### src/rtl/logic_unit_pipe.sv
// Registered bitwise logic unit: eight selectable two-operand operations, plus a burst mode
// that folds a stream of operands into one result behind a valid/ready handshake.
module logic_unit_pipe #(
  parameter int WIDTH = 16
) (
  input  logic             clk,
  input  logic             rst,
  input  logic             in_valid,
  output logic             in_ready,
  input  logic [2:0]       op,
  input  logic             acc_mode,
  input  logic             last,
  input  logic [WIDTH-1:0] a,
  input  logic [WIDTH-1:0] b,
  output logic             out_valid,
  input  logic             out_ready,
  output logic [WIDTH-1:0] out,
  output logic             zero,
  output logic             ones,
  output logic [7:0]       beats
);

  typedef enum logic {S_IDLE, S_ACCUM} state_t;

  localparam logic [2:0] OP_AND  = 3'b000;
  localparam logic [2:0] OP_OR   = 3'b001;
  localparam logic [2:0] OP_XOR  = 3'b010;
  localparam logic [2:0] OP_ANDN = 3'b011;
  localparam logic [2:0] OP_NAND = 3'b100;
  localparam logic [2:0] OP_NOR  = 3'b101;
  localparam logic [2:0] OP_XNOR = 3'b110;

  function automatic logic [WIDTH-1:0] logic_op(input logic [2:0]       sel,
                                                input logic [WIDTH-1:0] x,
                                                input logic [WIDTH-1:0] y);
    logic [WIDTH-1:0] r;
    case (sel)
      OP_AND:  r = x & y;
      OP_OR:   r = x | y;
      OP_XOR:  r = x ^ y;
      OP_ANDN: r = x & ~y;
      OP_NAND: r = ~(x & y);
      OP_NOR:  r = ~(x | y);
      OP_XNOR: r = ~(x ^ y);
      default: r = x;
    endcase
    return r;
  endfunction

  function automatic logic [7:0] sat_inc(input logic [7:0] c);
    return (c == 8'hFF) ? c : c + 8'd1;
  endfunction

  state_t           state_q, state_d;
  logic [WIDTH-1:0] acc_q, acc_d;
  logic [2:0]       op_l_q, op_l_d;
  logic [7:0]       cnt_q, cnt_d;
  logic [WIDTH-1:0] out_q, out_d;
  logic [7:0]       beats_q, beats_d;
  logic             vld_q, vld_d;
  logic             accept;
  logic [WIDTH-1:0] fold;
  logic [7:0]       cnt_inc;

  assign in_ready = !vld_q || out_ready;
  assign accept   = in_valid && in_ready;
  assign fold     = logic_op(op_l_q, acc_q, a);
  assign cnt_inc  = sat_inc(cnt_q);

  always_ff @(posedge clk) begin
    if (rst) begin
      state_q <= S_IDLE;
      acc_q   <= '0;
      op_l_q  <= '0;
      cnt_q   <= '0;
      out_q   <= '0;
      beats_q <= '0;
      vld_q   <= 1'b0;
    end else begin
      state_q <= state_d;
      acc_q   <= acc_d;
      op_l_q  <= op_l_d;
      cnt_q   <= cnt_d;
      out_q   <= out_d;
      beats_q <= beats_d;
      vld_q   <= vld_d;
    end
  end

  always_comb begin
    state_d = state_q;
    acc_d   = acc_q;
    op_l_d  = op_l_q;
    cnt_d   = cnt_q;
    out_d   = out_q;
    beats_d = beats_q;
    vld_d   = vld_q && !out_ready;
    if (accept) begin
      case (state_q)
        S_IDLE: begin
          // A length-1 burst is indistinguishable from a single-mode beat.
          if (!acc_mode || last) begin
            out_d   = logic_op(op, a, b);
            beats_d = 8'd1;
            vld_d   = 1'b1;
          end else begin
            acc_d   = logic_op(op, a, b);
            op_l_d  = op;
            cnt_d   = 8'd1;
            state_d = S_ACCUM;
          end
        end
        default: begin
          acc_d = fold;
          cnt_d = cnt_inc;
          if (last) begin
            out_d   = fold;
            beats_d = cnt_inc;
            vld_d   = 1'b1;
            state_d = S_IDLE;
          end
        end
      endcase
    end
  end

  assign out_valid = vld_q;
  assign out       = out_q;
  assign beats     = beats_q;
  assign zero      = (out_q == '0);
  assign ones      = &out_q;

endmodule

### config.mk
export PLATFORM = sky130hd
export DESIGN_NAME = logic_unit_pipe
export DESIGN_NICKNAME = d
export VERILOG_FILES = /design/src/rtl/logic_unit_pipe.sv
export SDC_FILE = /design/constraint.sdc
export NUM_CORES = 1
export LEC_CHECK = 0
export ABC_AREA = 0
export BUFFER_PORTS_ARGS = -buffer_cell sky130_fd_sc_hd__buf_4
export CAP_MARGIN = 10
export CORE_ASPECT_RATIO = 1.25
export CORE_MARGIN = 10
export CORE_UTILIZATION = 60
export DETAILED_ROUTE_END_ITERATION = 8
export PLACE_DENSITY = 0.82
export SYNTH_ARGS = -nofsm -noshare
export SYNTH_HDL_FRONTEND = slang
export SYNTH_SLANG_ARGS = --single-unit
### constraint.sdc
create_clock -name clk -period 1.7 [get_ports clk]
set_input_delay 0.085 -clock clk [delete_from_list [all_inputs] [get_ports clk]]
set_output_delay 0.085 -clock clk [all_outputs]
set_load 0.02 [all_outputs]
# --- Yosys cells after proc, flatten, opt, wreduce, memory -nomap -nowiden ---
# Index checks and enable logic that the tools add are counted.
word_totals:
  word_cells: 76
  register_bits: 53
  in_bits: 41
  output_inout_bits: 28
op_classes:
  eq_ne: 15
  reduce_logical: 15
  bitwise: 18
  addsub: 1
  mux: 20
op_table:
  columns: ["cell", "n"]
  rows:
  - ["one-hot mux 16 bit (7 select lines)", 2]
  - ["NOT 16 bit", 8]
  - ["two-way mux 16 bit", 5]
  - ["AND 16 bit", 4]
  - ["two-way mux 8 bit", 6]
  - ["bitwise OR 16 bit", 2]
  - ["bitwise XOR 16 bit", 2]
  - ["== test 3 bit (second input constant)", 6]
  - ["logical NOT 16 bit", 1]
  - ["AND reduction 16 bit", 1]
  - ["== test 3 x 2 -> 1 bit (second input constant)", 4]
  - ["adder 8 x 1 -> 8 bit (second input constant)", 1]
  - ["== test 8 bit (second input constant)", 1]
  - ["two-way mux 1 bit", 7]
  - ["== test 3 x 1 -> 1 bit (second input constant)", 2]
  - ["logical NOT 3 bit", 2]
  - ["AND reduction 3 bit", 2]
  - ["!= test 2 bit (second input constant)", 2]
  - ["logical NOT 1 bit", 3]
  - ["logical AND 1 bit", 2]
  - ["logical OR 1 bit", 2]
  - ["NOT 1 bit", 2]
  - ["AND reduction 2 bit", 1]
  - ["nonzero test 2 bit", 1]

# --- Logic depth before layout (Yosys ltp) ---
# Gate-level depths: netlist of run 1.
logic_depth:
  word_depth: 5
  ltp_mapped: 7
  mapped_depth_nobuf: 7

# --- Worst setup path after synthesis of run 1 ---
# Ideal clock, no wire load.
synth_path:
  path_type: "flip-flop to flip-flop"
  from: "register vld_q (netlist: out_valid)"
  to: "register beats_q[1] (netlist: beats[1])"
  arrival_ns: 1.584
  n_path_buf: 1
  path_stages_with_launch: 8
  required_ns: 1.631
  setup_ns: 0.069
  path_slack_ns: 0.047
  period_less_slack_ns: 1.653
  cell_sequence: "dfxtp_1 nor2b_4 inv_2 nand2_1 or3_1 clkbuf_1 or2_1 o21ai_1"
synth_between:
  elab_chain_len: 4
synth_lines:
  columns: ["item", "line_no", "text"]
  rows:
  - ["start: declaration", "60", "logic vld_q, vld_d;"]
  - ["start signal: assignment", "86", "vld_q <= vld_d;"]
  - ["logical NOT 1 bit", "65", "assign in_ready = !vld_q || out_ready;"]
  - ["logical OR 1 bit", "65", null]
  - ["via in_ready", "9", "output logic in_ready,"]
  - ["logical AND 1 bit", "66", "assign accept = in_valid && in_ready;"]
  - ["AND reduction 3 bit (no source line)", null, null]
  - ["end signal: assignment", "85", "beats_q <= beats_d;"]
  - ["end: declaration", "59", "logic [7:0] beats_q, beats_d;"]
# The timed path passes the listed nets, and every way through them passes these cells.
# A chain may end at the register's enable or synchronous reset.

# --- Worst setup path in the final report of run 1 ---
layout_path:
  from: "register out_q[12] (netlist: out[12])"
  to: "output port ones"
layout_between:
  elab_chain_len: 1
layout_lines:
  columns: ["item", "line_no", "text"]
  rows:
  - ["start: declaration", "58", "logic [WIDTH-1:0] out_q, out_d;"]
  - ["start signal: assignment", "84", "out_q <= out_d;"]
  - ["AND reduction 16 bit", "131", "assign ones = &out_q;"]
  - ["end: declaration", "19", "output logic ones,"]
# Every way passes these cells.

==> results of run 1 <==
==> registers in the layout, indices dropped and copies added, names as in the netlist <==
register   flops
out           16
beats          8
acc_q         16
state_q        1
op_l_q         3
out_valid      1
cnt_q          8
==> layout make-up <==
cell class	count	share of cell area, %
Inverter	60	3.338
Timing Repair Buffer	133	15.40
Clock inverter	1	0.1094
Multi-Input combinational cell	523	60.96
Sequential cell	53	15.92
Tap cell	123	2.244
Clock buffer	6	2.025
==> routing by layer <==
| metal | routed length [um] | part of all wire (%) | global-route usage [%] | vias to the layer above |
|---|---|---|---|---|
| met1 | 6618 | 40 | 25.92 | 2556 |
| met3 | 1251 | 7.6 | 4.930 | 43 |
| li1 | - | - | - | 2572 |
| met5 | 0 | 0 | 0 | - |
| met4 | 439 | 2.7 | 8.540 | 0 |
| met2 | 8221 | 50 | 40.74 | 210 |
==> cells in the mapped netlist, drive strengths merged (3+ instances only) <==
cell type	n
nor2	61
nand2	36
nor3b	5
o211a	3
nand4	9
or3	11
a32o	4
o221ai	6
buf	31
xnor2	32
clkbuf	15
nor4	10
ha	97
a211oi	30
nor3	5
nand2b	9
a31oi	7
o211ai	4
mux2	5
inv	60
a32oi	6
dfxtp	53
and2	3
mux2i	41
xor2	12
o22ai	11
nor2b	4
a21oi	20
o21ai	55
nand3	12
==> worst max-delay path by stage <==
| stage | endpoint | slack (ns) |
|---|---|---|
| final | ones | 0.04 |
| after floorplan | beats[1] | 0.05 |
| after global placement | acc_q[2] | -0.09 |
| after detailed placement | out[2] | -0.11 |
| after global routing | acc_q[1] | -0.04 |
| after CTS | acc_q[8] | 0.003 |
==> logic make-up (layout without fill, tap and decap cells) <==
group	count (synthesis)	after routing	share of synthesized area, %
AOI/OAI and AO/OA	160	160	19.22
adders and majority gates	97	97	21.80
muxes	46	46	8.519
DFF	53	53	19.06
buffers and inverters	106	200	8.564
and+or+nand+nor	176	176	15.91
xor gates and xnor gates	44	44	6.923
==> metrics by stage <==
| step | cell area (um2) | setup slack [ns] | setup TNS [ns] | power, mW |
|---|---|---|---|---|
| after floorplan | 5567 | 0.04684 | 0 | 2.239 |
| after global placement | 6469 | -0.08534 | -0.1542 | 2.680 |
| after detailed placement | 6469 | -0.1099 | -0.5126 | 2.747 |
| after CTS | 6665 | 0.002659 | 0 | 3.804 |
| after global routing | 6859 | -0.03706 | -0.1075 | 4.065 |
| final | 6859 | 0.04431 | 0 | 3.880 |
==> power by group through the flow <==
stage	registers [mW]	clock network, mW	logic [mW]
finish	1.41	1.06	1.42
global placement	1.43	0	1.25
floorplan	1.45	0	0.792
global route	1.42	1.10	1.54
CTS	1.40	1.06	1.35
detailed placement	1.43	0	1.32
==> worst register-to-register path, stage by stage, from the launching register on <==
cell                       delay [ns]
sky130_fd_sc_hd__dfxtp_4         0.38
sky130_fd_sc_hd__or3_1           0.49
sky130_fd_sc_hd__mux2_4          0.34
sky130_fd_sc_hd__nand3_2         0.09
sky130_fd_sc_hd__a31oi_4         0.05
sky130_fd_sc_hd__a211oi_2        0.22
==> timing repair <==
item	4_1_cts	5_1_grt
hold buffers	0	0
gates resized for setup	8	47
pin swaps	1	9
endpoints found under the setup margin	18	43
buffers inserted	2	4
==> results.txt, run 1 <==
Fill cells in the final layout number 664. The part of the total power dissipated in combinational logic is 36.5%. The detailed-route DRC error count came out at 0. At the end of the flow the core is filled with cells to 75.17%.

Clock tree synthesis selected as its root buffer the cell sky130_fd_sc_hd__clkbuf_16. The minimum hold slack came out at 0.01355 ns. The Yosys warning count came out at 0. The final count of negative-setup-slack endpoints is 0. In this run the worst path has a maximum fanout of 4. The detailed router placed ~5400 vias in this run.

The row count came out at 39. The TritonCTS clock tree is done. The share of total power dissipated in sequential elements is 36.3%. The area taken by flip-flops and latches came out at 1092 um2. The detailed-routing iteration count for the pre-antenna-repair pass came out at 7.

The reg2reg setup slack is ~0.050 ns. The max-slew violation count came to 0. The number of different library cells in the post-synthesis netlist is 62. For the worst setup path, the data arrival time is 1.57 ns. The total of buffers placed on input and output ports came out at 68. The worst hold path terminates at acc_q[8]. The class of the worst hold path is in2reg. The buffer levels on the longest clock path is 2. The worst-case IR drop observed on VDD is around 0.74 mV.

The detail-routed net length per standard cell is 18.39 um. The repair_antennas step left the layout with diodes totalling 0. The number of stages on the worst hold path is 2. The synthesized area per cell came out at 8.162 um2. Among all flip-flop cells after synthesis, the most frequent one is sky130_fd_sc_hd__dfxtp_1.

The largest net degree at the start of global routing came out at 28. The power share of the clock group came out at 27.2%. Walking the worst path, the cells encountered are nand4_1, nor4_1, buf_4. The critical path runs through a total of 3 cells. The leakage power summed over all cells came out at 3.097 nW. The endpoint identified for the worst register-to-register timing path is acc_q[0]. The worst hold path begins at rst. The via count of the first global-routing pass came to 5431. At the end of the flow, the number of nets in the layout was 914. The global-route total usage across every layer came out at 22.83%.

The fraction of post-synthesis cell area in the top cell type by area is between 20% and 30%. The number of cells produced by synthesis came out at 682. The worst clock skew on the final layout came out at between 0.007 and 0.008 ns. The run finished with clean final reports. CTS saw 53 sinks. By area the synthesized netlist is led by sky130_fd_sc_hd__ha_1 (22%), sky130_fd_sc_hd__dfxtp_1 (19%), sky130_fd_sc_hd__mux2i_1 (7.4%), sky130_fd_sc_hd__xnor2_1 (5.0%), sky130_fd_sc_hd__o21ai_0 (4.5%).

The placeable core area came out at 9125 um2. The CTS buffer count is 5. Once placement completed, the tool counted placed cells totaling 886. The I/O pin count is 69. The transition time at the pin with the least slew margin is 0.5161 ns. Broken down by cell family, the worst path's largest delay share belongs to simple AND/OR/NAND/NOR gates. The number of maximum-capacitance constraint violations is 0.

The overall routed net length came out at 16.53 mm. After synthesis, the share of flip-flops with an asynchronous set or reset is 0%. The clock input transition at the sequential cells of the worst setup and hold paths came out at 0.07 ns. The commonest non-fill, non-tap cell in the layout is sky130_fd_sc_hd__buf_4.

The congestion estimate from routability-driven global placement came to ~0.9. The die covers 13550 um2. The number of antenna violations at the first check in global routing is 0. Setup repair after global routing could not meet its margin everywhere. The post-route netlist has between 20% and 30% of its cells at a drive strength greater than 1. The clock period minus worst slack is 1.656 ns. In this run the critical register-to-register path is launched from state_q. The final cycle utilization of the critical path is 97.39%. The worst-skew pair later-pin latency is 0.30 ns. Based on the critical path, the design can be clocked at up to about 600 MHz.

The power per cell area is between 500 and 600 nW/um2. The number of buffers and inverters on the critical path came out at 1. The switching fraction of total power is 34.73%. The synthesized netlist net count came out at 820. The count of nets left with antenna violations once routing finished came out at 0. The final global-route overflow total came out at 0. The internal portion of the total power is 2.532 mW. The kind of end point of the critical path is an output port. The mapped netlist covers 5567 um2. The area added between synthesis and finish came out at 23.22%.

The count of final hold-check violations came to 0. The switching component of the power came out at 1.348 mW. The number of vias per cell came out at between 5 and 6.

The biggest cell delay along the critical path is ~0.45 ns. The final instance count without filler cells came out at 899. The number of cell instances on the worst register-to-register path came out at 5.

Among all stages on the critical path, the largest delay is contributed by sky130_fd_sc_hd__nor4_1. The first global-routing pass estimated 25.96 mm of wire. The detailed placer's ending HPWL is 12.54 mm. The initial DRC count is about 350. Leaving out fill and tap cells, the most frequent cells in the layout are sky130_fd_sc_hd__buf_4 (127), sky130_fd_sc_hd__ha_1 (97), sky130_fd_sc_hd__nor2_1 (60).

By startpoint and endpoint, the worst setup path is classified as reg2out. The post-synthesis register bit count came out at 53. The initial cell density of the core came out at 61.00%. The kind of start point of the critical path is a register. The worst path required time is 1.62 ns. Measured along the x axis, the die boundary spans about 110 um. Summed over all instances, the cell type with the most area after synthesis is sky130_fd_sc_hd__ha_1. The area taken by multi-input logic gates came out at between 4000 and 5000 um2. The vertical die dimension is 127.7 um. For this run, the register share of the synthesized area comes to 19.06%. The max-slew headroom at the worst pin came out at 65.55%.

The most critical setup path has its startpoint at out[12]. Yosys mapped a number of flops with a built-in enable equal to 0. The H-tree depth is 2.
No activity file was read; power rests on OpenSTA's default activity.
==> inputs of run 2 (changes only) <==
==> constraint.sdc (replaced) <==
create_clock -name clk -period 1.7 [get_ports clk]
set_input_delay 0 -clock clk [delete_from_list [all_inputs] [get_ports clk]]
set_output_delay 0 -clock clk [all_outputs]
set_load 0.005 [all_outputs]
==> results.txt, run 2 (synthesis gave the netlist of run 1 again) <==
The final global-route overflow total is 0 (unchanged). The row count is 39 (unchanged). The transition time at the pin with the least slew margin is 0.4579 ns (-0.05819 ns). The clock period minus worst slack was 1.655 ns (-0.0008750 ns).

The fraction of layout cells with a size suffix above 1 came out at 25.78% (-0.12 points). The initial DRC count came out at 460 (+31%). The run finished with clean final reports. The area added between synthesis and finish came out at 23.96%.

The leakage power summed over all cells is 3.101 nW (+0.14%). The vertical die dimension came out at 127.7 um (unchanged). The critical path goes through inv_1, ha_1, xor2_1, nor2_1, a211oi_1, nor4_2, a211oi_2.

The power per cell area is 599.1 nW/um2 (+5.9%). The sum of negative setup slack is 0 ns (unchanged). In the layout the commonest cells are sky130_fd_sc_hd__buf_4 (120), sky130_fd_sc_hd__ha_1 (96), sky130_fd_sc_hd__nor2_1 (60). The detailed-routing iteration count for the pre-antenna-repair pass is 5 (-2). The max-slew headroom at the worst pin came to 69.47% (+3.9 points). The final cycle utilization of the critical path is 97.34% (about the same).

The clock sink total is 53 (unchanged). The kind of start point of the critical path is a register. The largest net degree at the start of global routing came out at 36 (+29%). The number of maximum-capacitance constraint violations was 0 (unchanged). The count of antenna diodes in the layout is 0 (unchanged).

The final instance count without filler cells came to 895 (-0.44%). The total via count in the routed design is 5430 (+0.91%). The detailed placer's ending HPWL came out at 12.10 mm (-3.5%). The die footprint came out at 13550 um2 (unchanged). The number of nets in the finished design is 909 (-0.55%). The clock input transition at the sequential cells of the worst setup and hold paths came out at 0.08 ns (about the same). The initial cell density of the core came to 61.00% (unchanged). The critical path is of the reg2reg type. In this run the worst hold path is classified as in2reg. The count of final hold-check violations came out at 0 (unchanged). The clock root buffer master is sky130_fd_sc_hd__clkbuf_16. The maximum clock frequency is 604.3 MHz (about the same). The count of hold-fix buffers inserted at cts came out at 0 (unchanged). The overall routed net length was 16.48 mm (-0.33%). The worst path required time was 1.88 ns (+0.26 ns).

The detailed-route DRC error count came out at 0 (unchanged). The biggest cell delay along the critical path is 0.38 ns (-0.07 ns). The overall die width came out at 106.2 um (unchanged). The via count of the first global-routing pass is 5350 (-1.5%). The slowest cell on the critical path is sky130_fd_sc_hd__dfxtp_2. The TritonCTS clock tree is done.

The worst-skew pair later-pin latency was 0.31 ns (about the same). The final count of negative-setup-slack endpoints is 0 (unchanged). The library cell used most frequently in the layout, excluding fill and tap cells, is sky130_fd_sc_hd__buf_4. The global-route total usage across every layer came out at 23.05% (+0.22 points). The worst clock skew on the final layout came out at 0.01170 ns (+0.004216 ns). The I/O pin count came out at 69 (unchanged). The data arrival time at the worst-slack endpoint is 1.83 ns (+0.26 ns). The global-route wire length before repair came out at 26.18 mm (+0.85%). The kind of end point of the critical path is a register. The final weighted congestion in routability-driven placement is 0.9371 (+5.0%). The antenna violation net count after detailed routing came out at 0 (unchanged). The buffer levels on the longest clock path was 2 (unchanged).

The maximum vdd drop is 0.5808 mV (-22%). The detail-routed net length per standard cell came to 18.41 um (+0.12%). The H-tree depth is 2 (unchanged). The CTS buffer count was 5 (unchanged). The number of antenna violations at the first check in global routing came out at 0 (unchanged).

The total of buffers placed on input and output ports came to 68 (unchanged). The largest fanout on the critical path is 5 (+1). The placeable core area was 9125 um2 (unchanged).

The number of fill cells in the layout is 633 (-4.7%). The number of vias per cell came to 6.067 (+1.4%). The count of placed standard cells including taps was 882 (-0.45%). The max-slew violation count came to 0 (unchanged).
[run 2: path summary, 6_finish.rpt]
check             startpoint   endpoint  slack [ns]  cells after the start
setup reg to reg    acc_q[1]   acc_q[1]        0.05                      7
hold / removal         op[0]  op_l_q[0]        0.01                      3
hold reg to reg     beats[5]   beats[5]        0.45                      2
setup / recovery    acc_q[1]   acc_q[1]        0.05                      7
[run 2: where the power goes]
part           internal (mW)  switching [mW]
registers               1.32          0.0943
logic                  0.634           0.726
clock network          0.851           0.515
[run 2: layer usage]
| metal | global-route usage (%) | part of all wire, % | up-vias |
|---|---|---|---|
| met5 | 0 | 0 | - |
| met4 | 9.816 | 2.7 | 0 |
| met3 | 5.181 | 7.9 | 41 |
| met2 | 39.07 | 49 | 227 |
| met1 | 27.28 | 40 | 2606 |
| li1 | - | - | 2556 |
[run 2: worst max-delay path: cells and delay by family, from the launching register on]
family | cells | cell delay, ns
DFF | 1 | 0.38
and+or+nand+nor | 2 | 0.49
AOI/OAI and AO/OA | 2 | 0.18
adders and majority gates | 1 | 0.28
xor gates and xnor gates | 1 | 0.14
buffers and inverters | 1 | 0.05
[run 2: final cells by class]
cell class	count	area, um2	share of cell area, %
inverters	60	225.2	3.264
multi-input cells	523	4202	60.89
clock buffers	5	125.1	1.813
repair buffers	128	1044	15.12
clock inverters	3	68.82	0.9973
flip-flops and latches	53	1082	15.68
well taps	123	153.9	2.230
[run 2: what timing repair did]
action                                  CTS  global route
setup buffers                             0             4
pin swaps                                 2            12
endpoints found under the setup margin   18            33
resized for setup                         9            45
gates cloned                              0             1
[run 2: stage by stage]
step | utilization, % | hold WS [ns] | worst slack (ns) | instance area (um2) | power (mW)
finish | 75.62 | 0.01034 | 0.04519 | 6900 | 4.134
global route | 75.62 | 0.04493 | -0.04664 | 6900 | 4.312
CTS | 73.22 | 0.008693 | 0.009567 | 6681 | 4.048
detailed placement | 70.70 | 0.3116 | -0.02921 | 6451 | 2.686
global placement | 70.70 | 0.2889 | 0.02728 | 6451 | 2.624
floorplan | - | 0.09039 | 0.1668 | 5567 | 2.191
